<file path="src/rtl/tt3_sweep_ctrl_if.sv">
// Sequencer <-> sweep-controller signal bundle: sweep control, netlist drive/sense and result.
// master = test sequencer side (also supplies the netlist output), slave = tt3_sweep_ctrl.
interface tt3_sweep_ctrl_if;
    localparam int unsigned SIG_W = 8;

    logic             start;
    logic             abort;
    logic             dut_out;
    logic             in1;
    logic             in2;
    logic             in3;
    logic             busy;
    logic             done;
    logic [SIG_W-1:0] tt_sig;
    logic             match;

    modport master (
        output start, abort, dut_out,
        input  in1, in2, in3, busy, done, tt_sig, match
    );

    modport slave (
        input  start, abort, dut_out,
        output in1, in2, in3, busy, done, tt_sig, match
    );
endinterface

</file>
<file path="src/rtl/tt3_sweep_ctrl.sv">
// Truth-table sweep controller for a 3-input netlist: walks vectors 000..111, samples the
// netlist after a settle time and builds the 8-bit signature. Optional compare: TT_SWEEP_CHECK_EN.
module tt3_sweep_ctrl #(
    parameter int unsigned SETTLE_CYCLES = 4,
    parameter logic [7:0]  EXPECTED      = 8'h39
) (
    input  logic           clk,
    input  logic           rst_n,
    tt3_sweep_ctrl_if.slave sw
);

    localparam int unsigned VEC_W = 3;
    localparam int unsigned CNT_W = 8;
    localparam int unsigned SIG_W = 8;
    localparam logic [CNT_W-1:0] CNT_LAST = CNT_W'(SETTLE_CYCLES - 1);
    localparam logic [VEC_W-1:0] VEC_LAST = VEC_W'(7);

    typedef enum logic [1:0] {
        ST_IDLE,
        ST_SETTLE,
        ST_SAMPLE,
        ST_DONE
    } state_e;

    state_e             r_state;
    state_e             w_state_nxt;
    logic [VEC_W-1:0]   r_vec;
    logic [VEC_W-1:0]   w_vec_nxt;
    logic [CNT_W-1:0]   r_cnt;
    logic [CNT_W-1:0]   w_cnt_nxt;
    logic [SIG_W-1:0]   r_tt_sig;
    logic [SIG_W-1:0]   w_tt_sig_nxt;
    logic [VEC_W-1:0]   r_in;
    logic [VEC_W-1:0]   w_in_nxt;
    logic               r_busy;
    logic               w_busy_nxt;
    logic               r_done;
    logic               w_done_nxt;

    // State register
    always_ff @(posedge clk or negedge rst_n) begin
        if (!rst_n) begin
            r_state <= ST_IDLE;
        end else begin
            r_state <= w_state_nxt;
        end
    end

    // Next state, datapath next values and registered-output next values
    always_comb begin
        w_state_nxt  = r_state;
        w_vec_nxt    = r_vec;
        w_cnt_nxt    = r_cnt;
        w_tt_sig_nxt = r_tt_sig;

        unique case (r_state)
            ST_IDLE: begin
                if (sw.start) begin
                    w_state_nxt  = ST_SETTLE;
                    w_vec_nxt    = '0;
                    w_cnt_nxt    = '0;
                    w_tt_sig_nxt = '0;
                end
            end
            ST_SETTLE: begin
                if (sw.abort) begin
                    w_state_nxt = ST_IDLE;
                end else begin
                    w_cnt_nxt = r_cnt + CNT_W'(1);
                    if (r_cnt == CNT_LAST) begin
                        w_state_nxt = ST_SAMPLE;
                    end
                end
            end
            ST_SAMPLE: begin
                if (sw.abort) begin
                    w_state_nxt = ST_IDLE;
                end else begin
                    // vector 000 lands in the MSB
                    w_tt_sig_nxt[VEC_W'(3'd7 - r_vec)] = sw.dut_out;
                    if (r_vec == VEC_LAST) begin
                        w_state_nxt = ST_DONE;
                    end else begin
                        w_vec_nxt   = r_vec + VEC_W'(1);
                        w_cnt_nxt   = '0;
                        w_state_nxt = ST_SETTLE;
                    end
                end
            end
            ST_DONE: begin
                w_state_nxt = ST_IDLE;
            end
            default: begin
                w_state_nxt = ST_IDLE;
            end
        endcase

        w_in_nxt   = ((w_state_nxt == ST_SETTLE) || (w_state_nxt == ST_SAMPLE)) ? w_vec_nxt : '0;
        w_busy_nxt = (w_state_nxt != ST_IDLE);
        w_done_nxt = (w_state_nxt == ST_DONE);
    end

    // Datapath and output registers
    always_ff @(posedge clk or negedge rst_n) begin
        if (!rst_n) begin
            r_vec    <= '0;
            r_cnt    <= '0;
            r_tt_sig <= '0;
            r_in     <= '0;
            r_busy   <= 1'b0;
            r_done   <= 1'b0;
        end else begin
            r_vec    <= w_vec_nxt;
            r_cnt    <= w_cnt_nxt;
            r_tt_sig <= w_tt_sig_nxt;
            r_in     <= w_in_nxt;
            r_busy   <= w_busy_nxt;
            r_done   <= w_done_nxt;
        end
    end

    assign sw.in1    = r_in[2];
    assign sw.in2    = r_in[1];
    assign sw.in3    = r_in[0];
    assign sw.busy   = r_busy;
    assign sw.done   = r_done;
    assign sw.tt_sig = r_tt_sig;

`ifdef TT_SWEEP_CHECK_EN
    logic r_match;
    logic w_match_clr;
    logic w_match_load;

    assign w_match_clr  = (r_state == ST_IDLE) && sw.start;
    assign w_match_load = (r_state == ST_DONE);

    // Compare is taken while in DONE, so it reflects the fully assembled signature
    always_ff @(posedge clk or negedge rst_n) begin
        if (!rst_n) begin
            r_match <= 1'b0;
        end else if (w_match_clr) begin
            r_match <= 1'b0;
        end else if (w_match_load) begin
            r_match <= (r_tt_sig == EXPECTED);
        end
    end

    assign sw.match = r_match;
`else
    logic w_unused_expected;

    assign w_unused_expected = ^EXPECTED;
    assign sw.match          = 1'b0;
`endif

endmodule

</file>
<file path="src/flat_wrapper.sv">
// flat-port wrapper written by rule: the top's interface ports become plain ports
module tt3_sweep_ctrl_flat 
#(
    parameter int unsigned SETTLE_CYCLES = 4,
    parameter logic [7:0]  EXPECTED      = 8'h39
)
  (clk, rst_n, sw_start, sw_abort, sw_dut_out, sw_in1, sw_in2, sw_in3, sw_busy, sw_done, sw_tt_sig, sw_match);
  tt3_sweep_ctrl_if sw_i ();
  input  logic clk;
  input  logic rst_n;
  input wire logic [$bits(sw_i.start)-1:0] sw_start;
  input wire logic [$bits(sw_i.abort)-1:0] sw_abort;
  input wire logic [$bits(sw_i.dut_out)-1:0] sw_dut_out;
  output wire logic [$bits(sw_i.in1)-1:0] sw_in1;
  output wire logic [$bits(sw_i.in2)-1:0] sw_in2;
  output wire logic [$bits(sw_i.in3)-1:0] sw_in3;
  output wire logic [$bits(sw_i.busy)-1:0] sw_busy;
  output wire logic [$bits(sw_i.done)-1:0] sw_done;
  output wire logic [$bits(sw_i.tt_sig)-1:0] sw_tt_sig;
  output wire logic [$bits(sw_i.match)-1:0] sw_match;
  assign sw_i.start = sw_start;
  assign sw_i.abort = sw_abort;
  assign sw_i.dut_out = sw_dut_out;
  assign sw_in1 = sw_i.in1;
  assign sw_in2 = sw_i.in2;
  assign sw_in3 = sw_i.in3;
  assign sw_busy = sw_i.busy;
  assign sw_done = sw_i.done;
  assign sw_tt_sig = sw_i.tt_sig;
  assign sw_match = sw_i.match;
  tt3_sweep_ctrl #(.SETTLE_CYCLES(SETTLE_CYCLES), .EXPECTED(EXPECTED)) u_core (.clk(clk), .rst_n(rst_n), .sw(sw_i));
endmodule
</file>
<file path="config.mk">
export PLATFORM = sky130hd
export DESIGN_NAME = tt3_sweep_ctrl_flat
export DESIGN_NICKNAME = d
export VERILOG_FILES = /design/src/rtl/tt3_sweep_ctrl_if.sv /design/src/rtl/tt3_sweep_ctrl.sv /design/src/flat_wrapper.sv
export SDC_FILE = /design/constraint.sdc
export NUM_CORES = 1
export LEC_CHECK = 0
export CAP_MARGIN = 20
export CORE_MARGIN = 4
export CORE_UTILIZATION = 40
export CTS_BUF_LIST = sky130_fd_sc_hd__clkbuf_8
export DETAILED_ROUTE_END_ITERATION = 8
export PLACE_DENSITY_LB_ADDON = 0.1
export SLEW_MARGIN = 20
export SYNTH_ARGS = -nofsm -noshare
export SYNTH_HDL_FRONTEND = slang
export SYNTH_SLANG_ARGS = --single-unit
</file>
<file path="constraint.sdc">
create_clock -name clk -period 1.7 [get_ports clk]
set_input_delay 0.425 -clock clk [delete_from_list [all_inputs] [get_ports clk]]
set_output_delay 0.425 -clock clk [all_outputs]
set_load 0.1 [all_outputs]
</file>
==> reports/results.txt, run 1 <==
Final nets: 189
crit path to: u_core.r_in[1]
Fin. Hold Viols: 0
crit path from: u_core.r_cnt[5]
Post-DRT Antenna Nets: 0
Syn. warnings: 0
first-pass GRT wire length: 5010 µm
Synth area leader: dfrtp_1
Routed wire per std cell: 13.2 µm
fin crit share: 1.13
Yosys reg bits: 26
CTS Buf Count: 3
CP max FO: 3
total iterations of the first detailed-routing run: 3
R2R depth: 6
Yosys top cell area share: 0.481
H-tree Lvls: 1
share of cells above drive strength 1: 0.309
Die H: 66.2 µm
total gr overflow: 0
Synth area leaders: dfrtp_1 48%, o21ai_0 8.9%, ha_1 3.7%
largest net degree at the start of global routing: 27
hold crit path type: input port to async pin
cts hold-fix bufs: 0
clock tree from TritonCTS: built
synthesized area: 1350 µm²
Clock Skews: 5.47 ps
Ant. Diodes: 0
average size of a mapped cell: 9.73 µm²
via count: 1132
Post-DP HPWL: 2230 µm
pwr dens: 788 nW/µm²
Initial Util: 0.429
vias in the first global route: 1115
RSZ-0062 raised after global routing: yes
failing checks: setup timing
Routed Wire Length: 2940 µm
total power: 1.54 mW
Data required, critical path: 1850 ps
die footprint: 4380 µm²
final setup TNS: -727 ps
Leak: 0.882 nW
clk sinks: 26
port bufs: 17
worst setup path category: register to register
# IOs: 19
vias per inst: 5.10
Iter 0 DRT Violations: 28
Worst EP arrival: 2070 ps
startpoint types: register
VDD IR max: 0.000539 V
Rows: 20
sequential element share of the synthesized area: 0.481
flop2flop setup slack: -230 ps
prevailing post-synth register cell: dfrtp_1
Post-synth EDFFs: 0
Core Box Area: 3150 µm²
reg-to-reg endpoint: u_core.r_in[1]
final worst setup slack: -227 ps
status: finished, violations left
Die Width: 66.2 µm
max cap viols: 0
final slew viol count: 0
cells after synthesis: 139
post-synthesis async set-or-reset flop share: 1.00
syn nets: 148
clk_lat worst skew: 270 ps
fmax: 519 MHz
worst flop-to-flop path startpoint: u_core.r_cnt[5]
Area Growth Syn to Fin: 44.9%
count of cell types in the netlist: 39
Final GP Congestion: 0.765
Critical Path End Type: register
initial antenna violation count: 0
Clock Pin Slew Worst Setup and Hold Paths: 90 ps
clock period minus worst slack: 1930 ps
DRC: 0
Max Buffers Root-to-Sink: 2
GR Util All Layers: 0.148
setup-violating endpoint count in the final report: 4
clk root buf: clkbuf_8
worst min-delay path by stage:
stage,to,from,slack [ps]
finish,u_core.r_cnt[6],rst_n,520
global route,u_core.r_cnt[3],rst_n,540
CTS,u_core.r_cnt[6],rst_n,530
detailed placement,u_core.sw.tt_sig[7],u_core.sw.tt_sig[7],560
global placement,u_core.sw.tt_sig[7],u_core.sw.tt_sig[7],550
floorplan,u_core.r_cnt[0],rst_n,130
critical path, cell delays in order (launching register included):
cell,delay (ps)
dfrtp_1,390
or4_4,560
nor4_4,190
o21a_1,180
inv_1,70
ha_1,290
a21boi_1,130
sequential cells by signal (all words and copies together), names as in the netlist:
signal	count
u_core.r_vec	3
u_core.r_cnt	8
u_core.r_state	2
u_core.sw.done	1
u_core.sw.busy	1
u_core.r_in	3
u_core.sw.tt_sig	8
cell type report:
type | instances | area (µm²)
fill | 280 | 1190
multi-input combinational | 97 | 656
sequential | 26 | 651
timing repair buffer | 44 | 513
tap | 44 | 55.1
inverter | 8 | 43.8
clock buffer | 3 | 41.3
logic make-up (layout without fill, tap and decap cells):
kind of cell,count (synthesis),after routing,share of synthesized area
mux,1,1,0.00740
fa+ha+maj,4,4,0.0370
other cells,1,1,0.00277
simple gates,43,43,0.182
flops,26,26,0.481
compound gates,48,48,0.220
buf+inv,16,55,0.0694
placed cells by master, fill, tap and decap left out, types with 3 or more instances in the layout:
master	instances
clkbuf_8	3
nand3_1	6
inv_1	7
nand2_1	9
clkdlybuf4s50_1	3
ha_1	3
dfrtp_1	26
o21ai_1	3
o21ai_0	21
or3_1	6
a31oi_1	4
buf_4	25
nand2b_1	3
a21oi_1	7
o21a_1	4
nor2_1	4
buf_12	13
routing by layer:
metal	routed length, µm	GRT usage	vias to the layer above
met1	1450	0.215	547
li1	-	-	566
met2	1370	0.230	15
met5	0	0	-
met4	25	0.0305	0
met3	92	0.0255	4
synthesized netlist by cell type, types with 2 or more instances:
cell type / instances
a31oi_1: 4
clkbuf_1: 4
nand2_1: 10
dfrtp_1: 26
o21a_1: 4
ha_1: 4
nand3_1: 7
buf_6: 2
inv_1: 7
a21boi_0: 2
o21ai_0: 24
nand2b_1: 3
a21oi_1: 8
nor2_1: 4
or3_1: 6
what timing repair did:
item / CTS / global route
setup buffers: 1 / 1
gates resized for setup: 6 / 10
pin swaps: 3 / 1
setup endpoints to repair: 14 / 19
endpoints found under the hold margin: 0 / 0
power by group:
part / leakage, nW / internal [mW] / switching, mW
sequential: 0.358 / 0.660 / 0.0400
clock: 0.0216 / 0.159 / 0.181
combinational: 0.503 / 0.228 / 0.276
metrics by stage:
stage          worst slack [ps]  utilization  instances  instance area [µm²]  hold slack [ps]
2_1_floorplan              -141            -        139                 1360              129
3_3_place_gp               -301        0.587        217                 1850              546
3_5_place_dp               -323        0.587        217                 1850              560
4_1_cts                    -241        0.610        221                 1920              533
5_1_grt                    -344        0.621        222                 1960              543
6_report                   -227        0.621        222                 1960              519
No activity file was read; power rests on OpenSTA's default activity.
==> run 2, diff against run 1 <==
- SLEW_MARGIN: 20 -> 5
==> results of run 2 <==
No change in the layout: final DEF, timing and power equal those of run 1.
